File: config.mk
export PLATFORM = sky130hd
export DESIGN_NAME = instr_fetch_unit
export DESIGN_NICKNAME = d
export VERILOG_FILES = /design/src/rtl/risc_v_pkg.sv /design/src/rtl/fetch_fifo.sv /design/src/rtl/instr_fetch_unit.sv
export SDC_FILE = /design/constraint.sdc
export NUM_CORES = 1
export LEC_CHECK = 0
export ABC_AREA = 0
export BUFFER_PORTS_ARGS = -buffer_cell sky130_fd_sc_hd__buf_2
export CAP_MARGIN = 30
export CORE_ASPECT_RATIO = 1.1
export CORE_UTILIZATION = 35
export CTS_CLUSTER_SIZE = 8
export DETAILED_ROUTE_END_ITERATION = 8
export PLACE_DENSITY = 0.66
export SYNTH_ARGS = -nofsm -noshare
export SYNTH_HDL_FRONTEND = slang
export SYNTH_HIERARCHICAL = 1
export SYNTH_SLANG_ARGS = --single-unit
File: constraint.sdc
create_clock -name clk -period 9.3 [get_ports clk]
set_input_delay 0.465 -clock clk [delete_from_list [all_inputs] [get_ports clk]]
set_output_delay 0.465 -clock clk [all_outputs]
set_load 0.05 [all_outputs]
File: src/rtl/risc_v_pkg.sv
// Shared fetch-path definitions: reset program counter, instruction size and
// the fetch FSM state type.
package risc_v_pkg;

    localparam logic [31:0] RESET_PC    = 32'h0040_0000;
    localparam int          INSTR_BYTES = 4;

    typedef enum logic {
        IDLE = 1'b0,
        RUN  = 1'b1
    } fetch_state_t;

endpackage

File: src/rtl/fetch_fifo.sv
// Small buffer of fetched {pc, instruction} pairs between fetch and decode.
// Flush wins over push and pop, so a redirect discards everything at one edge.
module fetch_fifo #(
    parameter int WIDTH = 64,
    parameter int DEPTH = 2
) (
    input  logic             clk,
    input  logic             rst_n,
    input  logic             push,
    input  logic             pop,
    input  logic             flush,
    input  logic [WIDTH-1:0] wdata,
    output logic [WIDTH-1:0] rdata,
    output logic             empty,
    output logic             full
);

    localparam int PW = (DEPTH > 1) ? $clog2(DEPTH) : 1;
    localparam int CW = $clog2(DEPTH + 1);

    logic [WIDTH-1:0] mem [DEPTH];
    logic [PW-1:0]    wr_ptr;
    logic [PW-1:0]    rd_ptr;
    logic [CW-1:0]    count;

    // Storage, pointers and occupancy; storage is cleared on reset so the
    // head reads zero until the first instruction lands.
    always_ff @(posedge clk) begin
        if (!rst_n) begin
            wr_ptr <= '0;
            rd_ptr <= '0;
            count  <= '0;
            for (int i = 0; i < DEPTH; i++) begin
                mem[i] <= '0;
            end
        end else if (flush) begin
            wr_ptr <= '0;
            rd_ptr <= '0;
            count  <= '0;
        end else begin
            if (push) begin
                mem[wr_ptr] <= wdata;
                wr_ptr      <= (wr_ptr == PW'(DEPTH - 1)) ? '0 : wr_ptr + PW'(1);
            end
            if (pop) begin
                rd_ptr <= (rd_ptr == PW'(DEPTH - 1)) ? '0 : rd_ptr + PW'(1);
            end
            if (push && !pop) begin
                count <= count + CW'(1);
            end else if (pop && !push) begin
                count <= count - CW'(1);
            end
        end
    end

    // Head entry and status flags come straight from registered state.
    always_comb begin
        rdata = mem[rd_ptr];
        empty = (count == '0);
        full  = (count == CW'(DEPTH));
    end

endmodule

File: src/rtl/instr_fetch_unit.sv
// Instruction fetch: PC register, redirect handling and run/idle control,
// feeding a two-entry buffer that decode drains with a valid/ready handshake.
//
// state | meaning
// IDLE  | fetch disabled; PC held (redirects still retarget it)
// RUN   | fetching one instruction per cycle while buffer space allows
module instr_fetch_unit #(
    parameter int                    DATA_WIDTH = 32,
    parameter logic [DATA_WIDTH-1:0] RESET_PC   = DATA_WIDTH'(risc_v_pkg::RESET_PC),
    parameter int                    FIFO_DEPTH = 2
) (
    input  logic                  clk,
    input  logic                  rst_n,
    input  logic                  fetch_en,
    output logic [DATA_WIDTH-1:0] imem_addr,
    input  logic [DATA_WIDTH-1:0] imem_rd,
    input  logic                  redirect_valid,
    input  logic [DATA_WIDTH-1:0] redirect_pc,
    output logic                  out_valid,
    input  logic                  out_ready,
    output logic [DATA_WIDTH-1:0] out_instr,
    output logic [DATA_WIDTH-1:0] out_pc
);

    import risc_v_pkg::*;

    fetch_state_t            state;
    fetch_state_t            state_next;
    logic [DATA_WIDTH-1:0]   fetch_pc;
    logic                    push;
    logic                    pop;
    logic                    fifo_empty;
    logic                    fifo_full;
    logic [2*DATA_WIDTH-1:0] fifo_rdata;

    // FSM state register.
    always_ff @(posedge clk) begin
        if (!rst_n) begin
            state <= IDLE;
        end else begin
            state <= state_next;
        end
    end

    // Next state and buffer handshakes; redirect suppresses the push so the
    // word read at the stale PC is never buffered.
    always_comb begin
        state_next = state;
        pop        = 1'b0;
        push       = 1'b0;
        case (state)
            IDLE: if (fetch_en)  state_next = RUN;
            RUN:  if (!fetch_en) state_next = IDLE;
            default: state_next = IDLE;
        endcase
        pop  = out_valid && out_ready;
        push = (state == RUN) && fetch_en && !redirect_valid && (!fifo_full || pop);
    end

    // PC register: redirect target (word aligned) beats sequential advance;
    // the add wraps naturally at the top of the address space.
    always_ff @(posedge clk) begin
        if (!rst_n) begin
            fetch_pc <= RESET_PC;
        end else if (redirect_valid) begin
            fetch_pc <= {redirect_pc[DATA_WIDTH-1:2], 2'b00};
        end else if (push) begin
            fetch_pc <= fetch_pc + DATA_WIDTH'(INSTR_BYTES);
        end
    end

    fetch_fifo #(
        .WIDTH (2 * DATA_WIDTH),
        .DEPTH (FIFO_DEPTH)
    ) u_fetch_fifo (
        .clk   (clk),
        .rst_n (rst_n),
        .push  (push),
        .pop   (pop),
        .flush (redirect_valid),
        .wdata ({fetch_pc, imem_rd}),
        .rdata (fifo_rdata),
        .empty (fifo_empty),
        .full  (fifo_full)
    );

    // Memory address and decode-side outputs, all from registered state.
    always_comb begin
        imem_addr = fetch_pc;
        out_valid = !fifo_empty;
        out_pc    = fifo_rdata[2*DATA_WIDTH-1:DATA_WIDTH];
        out_instr = fifo_rdata[DATA_WIDTH-1:0];
    end

endmodule

# Word-level counts from Yosys, hierarchy flattened
# Memories as Yosys holds them, arrays and structs flattened. A register that Yosys moved wholly into a read port is not among the register bits.
# Index checks and enable logic that the tools add are counted.
# totals
latch_bits,0
memories,1
word_cells,48
ff_bits,37
ramBits,128
romBits,0
out_inout_bits,97
# memory_table
name,words,word_bits,read_ports,rd_ports_with_merged_regs,write_ports,line_no,source
u_fetch_fifo.mem,2,64,1,1,2,fetch_fifo.sv:21,logic [WIDTH-1:0] mem [DEPTH];
# op_classes
reduce_logical,17
div,0
order_cmp,0
n_bitwise,1
mul,0
n_shift,0
n_eq_ne,1
muxes,17
n_addsub,5
# ops
cell,n
two-way mux 32 bit,2
two-way mux 64 bit,1
OR reduction 64 bit,1
adder 32 x 3 -> 32 bit (second input constant),1
two-way mux 1 bit,12
logical AND 1 bit,6
zero test 1 bit,5
two-way mux 2 bit,2
nonzero test 2 bit,2
adder 1 bit (second input constant),2
adder 2 x 1 -> 2 bit (second input constant),1
== test 2 bit (second input constant),1
zero test 2 bit,1
OR reduction 2 bit,1
subtractor 2 x 1 -> 2 bit (second input constant),1
logical OR 1 bit,1
inverter 1 bit,1

# Logic depth before layout (Yosys ltp)
# depth
ltp_word,11
ltp_mapped,9
depth_no_buf,8

# Hierarchy
# The synthesis kept the hierarchy.
# modules_own_cells
mod,seq_area_each_um2,area_per_inst_um2,cells_each,n_inst
fetch_fifo,3943.8,6022.0,383,1
instr_fetch_unit,620.6,1923.1,243,1

# Worst setup path before layout
# OpenSTA, ideal clock, no wires.
# synth_path
kind,register to register
startpoint,reg u_fetch_fifo.count[0]
endpoint,"mem u_fetch_fifo.mem[0][0], enable pin"
setup_ns,0.574
synth_period_minus_slack_ns,6.410
t_arrival_ns,5.835
setup_slack_ns,2.890
required_ns,8.726
path_stages_with_launch,7
cell_sequence,dfxtp_1 and2b_2 a211o_4 clkinv_2 buf_2 nand2b_1 o21ai_0
# synth_rtl
element,line_no,source
from (decl),fetch_fifo.sv:24,logic [CW-1:0] count;
from (signal assigned),fetch_fifo.sv:49,count <= count + CW'(1);
from (signal assigned),fetch_fifo.sv:51,count <= count - CW'(1);
to (decl),fetch_fifo.sv:21,

==> run metrics <==
outcome=completed; ys async rst share=0%; Switch Pwr=~460 uW; CTS tree=built; routability cong.=0.779; cts hold-fix bufs=0; clock latency on the worst-skew pair=about 0.43 ns; Seq/Total Area, Yosys=57.4%; Reg-to-Reg Start=u_fetch_fifo/count[0]; via/cell ratio=5.22; post-synthesis adder-cell area fraction=0.315%; CP Data Arrival Time=3.21 ns; routed via count=5619; CTS H-tree depth=4; synth-to-layout area growth=17.4%; Starting Density=35.8%; max incr delay on CP=between 0.6 and 0.7 ns; final setup fails=0; Setup TNS=0 ns; Most used DFF post-synth=edfxtp_1; Syn. warnings=6; CP top delay family=simple AND/OR/NAND/NOR gates; Simple-Gate Fraction of Synth Area=18.2%; Final Skew=0.0165 ns; Setup crit end kind=register; fin nets=838; Max VDD drop=125 uV; Critical Path RT=9.59 ns; num ports=166; drt first pass iters=4; Startpoint Class=register; worst min path class=in2reg; Slew @ Worst Pin=0.971 ns; Critical R2R Capture=u_fetch_fifo/mem[0][62]; Pint=1.24 mW; largest net degree at the start of global routing=129; WL final=19500 um; first-pass GRT wire length=about 30000 um; CTS sink cnt=164; # DRC=0; Syn Area/Cell=12.7 um^2; Hold Crit Depth=2; Iter 0 DRT Violations=approximately 390; post-synthesis compound-gate area fraction=~6.7%; Synth Area in XOR/XNOR=1.10%; routed wire length per instance=18.1 um; clk buf depth=2; hold_sp=redirect_pc[22]; Post-synth EDFFs=around 130; number of global-route vias before repair=5145; Setup CP Type=reg2reg; multiplexer share of the synthesized area=roughly a tenth; GRT Util Overall=between 10% and 20%; Max-slew headroom=a little over a third; cell area after synthesis=7950 um^2; Max Cap Viol=0; most common cell after layout, fill and taps aside=buf_2; critical path fanouts, max=36; post_cts resized=0; Die Width=146 um; worst hold endpoint=imem_addr[22]; share of cells above drive strength 1=31.0%; antenna-violating nets left=0; clk root buf=clkbuf_16; CTS Buf Count=17; RSZ-0062 raised after global routing=no; Post-CTS Setup Bufs=0; synth unique cells=64; Post-Synthesis Cells=626; CP bufs+invs=2; most frequent cells in the layout=buf_2, and3_1, edfxtp_1, mux2_1, a21oi_1; die area=23300 um^2; fmax=343 MHz; clock share of power=39.8%; total gr overflow=0; critical-path cell list=and2b_2 > a211o_4 > clkinv_2 > nor2b_4 > buf_4 > and3_1; DP HPWL=11500 um; crit share post-route=31.4%; Leak=between 4 and 5 nW; port bufs=161; Reg2Reg Depth=6; Slew Viols, Final=0; Final Power=1.71 mW; core area=around 22000 um^2; largest family of logic cells by synthesized area=simple AND/OR/NAND/NOR gates; post-route minimum period=2.92 ns; initial antenna violation count=1; slowest CP cell=nor2b_4; Pwr Density=183 nW/um^2; final hold violation count=0; Clock transition at path regs=0.07 ns; Comb pwr share=11.0%; sw frac=27.1%; Synth Register Bits=between 150 and 200; Flop pwr share=49.2%; die height=160 um; site row count=57; R2R Setup Slk=6.38 ns
[layer usage]
| layer | up-vias | global-route usage (%) | share of wire, % |
|---|---|---|---|
| li1 | 2666 | - | - |
| met1 | 2778 | 22.1 | 46 |
| met2 | 157 | 27.5 | 49 |
| met3 | 18 | 3.63 | 4.2 |
| met4 | 0 | 6.32 | 1.4 |
| met5 | - | 0 | 0 |
[layout make-up]
class	instances	area, um^2
Fill cell	2092	12900
Sequential cell	164	4570
Multi-Input combinational cell	408	2890
Timing Repair Buffer	168	898
Clock buffer	18	439
Tap cell	295	369
Clock inverter	14	126
Inverter	8	31.3
Antenna cell	1	2.50
[metrics by stage]
step	instances	worst slack, ns	utilization [%]	area [um^2]	hold WS [ns]
CTS	1073	6.40	41.8	9270	0.230
global placement	1041	6.24	39.3	8710	0.486
floorplan	631	2.89	-	7960	0.467
global route	1076	6.22	42.1	9330	0.249
finish	1076	6.38	42.1	9330	0.251
detailed placement	1041	6.21	39.3	8710	0.497
[sequential cells by signal (all words and copies together) (netlist names), named ones only]
| register | flops |
|---|---|
| imem_addr | 30 |
| state | 1 |
| u_fetch_fifo/count | 2 |
| u_fetch_fifo/mem | 128 |
| u_fetch_fifo/rd_ptr | 1 |
| u_fetch_fifo/wr_ptr | 1 |
[cells by family (layout without fill, tap and decap cells)]
group	count (synthesis)	after routing
multiplexers	67	67
AND/OR/NAND/NOR	238	238
other	1	7
AO/OA/AOI/OAI	85	85
buffers and inverters	59	208
flip-flops	164	164
adder cells (fa/ha/maj)	2	2
XOR/XNOR	10	10
[power groups by stage]
stage	combinational (mW)	clock (mW)	sequential, mW
CTS	0.186	0.698	0.842
floorplan	0.114	0	0.878
detailed placement	0.186	0	0.858
global placement	0.185	0	0.856
global route	0.199	0.727	0.844
finish	0.187	0.680	0.840
[synth_stat cells, types with 3 or more instances]
cell type  number  area [um^2]
edfxtp_1      128         3840
nand2b_1        3         18.8
nor2_1         14         52.6
xnor2_1         8         70.1
a31oi_1         4         25.0
o21ai_1         3         15.0
clkbuf_1        6         22.5
buf_6          18          203
and2_1          3         18.8
inv_1           5         18.8
nand4_1         5         31.3
o22ai_1         5         31.3
a21oi_1        36          180
a2bb2oi_1       3         26.3
and3_1        139          870
nor3_1          9         45.0
mux2_1         45          507
nand3_1        14         70.1
dfxtp_1        36          721
nor4_1          8         50.1
mux2_2         21          236
nand2_1        23         86.3
buf_4          10         75.1
o21ai_0        12         60.1
a32oi_1         4         35.0
o211ai_1        6         45.0
o31a_1          3         26.3
buf_8          11          165
[worst max-delay path by stage]
stage,startpoint,to,slack (ns),cells past startpoint
global route,u_fetch_fifo/count[0],u_fetch_fifo/mem[0][46],6.22,7
detailed placement,redirect_valid,u_fetch_fifo/mem[0][46],6.21,7
global placement,redirect_valid,u_fetch_fifo/mem[0][44],6.24,7
floorplan,u_fetch_fifo/count[0],u_fetch_fifo/mem[0][0],2.89,6
CTS,u_fetch_fifo/count[0],u_fetch_fifo/mem[0][62],6.40,6
finish,u_fetch_fifo/count[0],u_fetch_fifo/mem[0][62],6.38,6
Note: power is estimated with default switching activity, not from simulation.
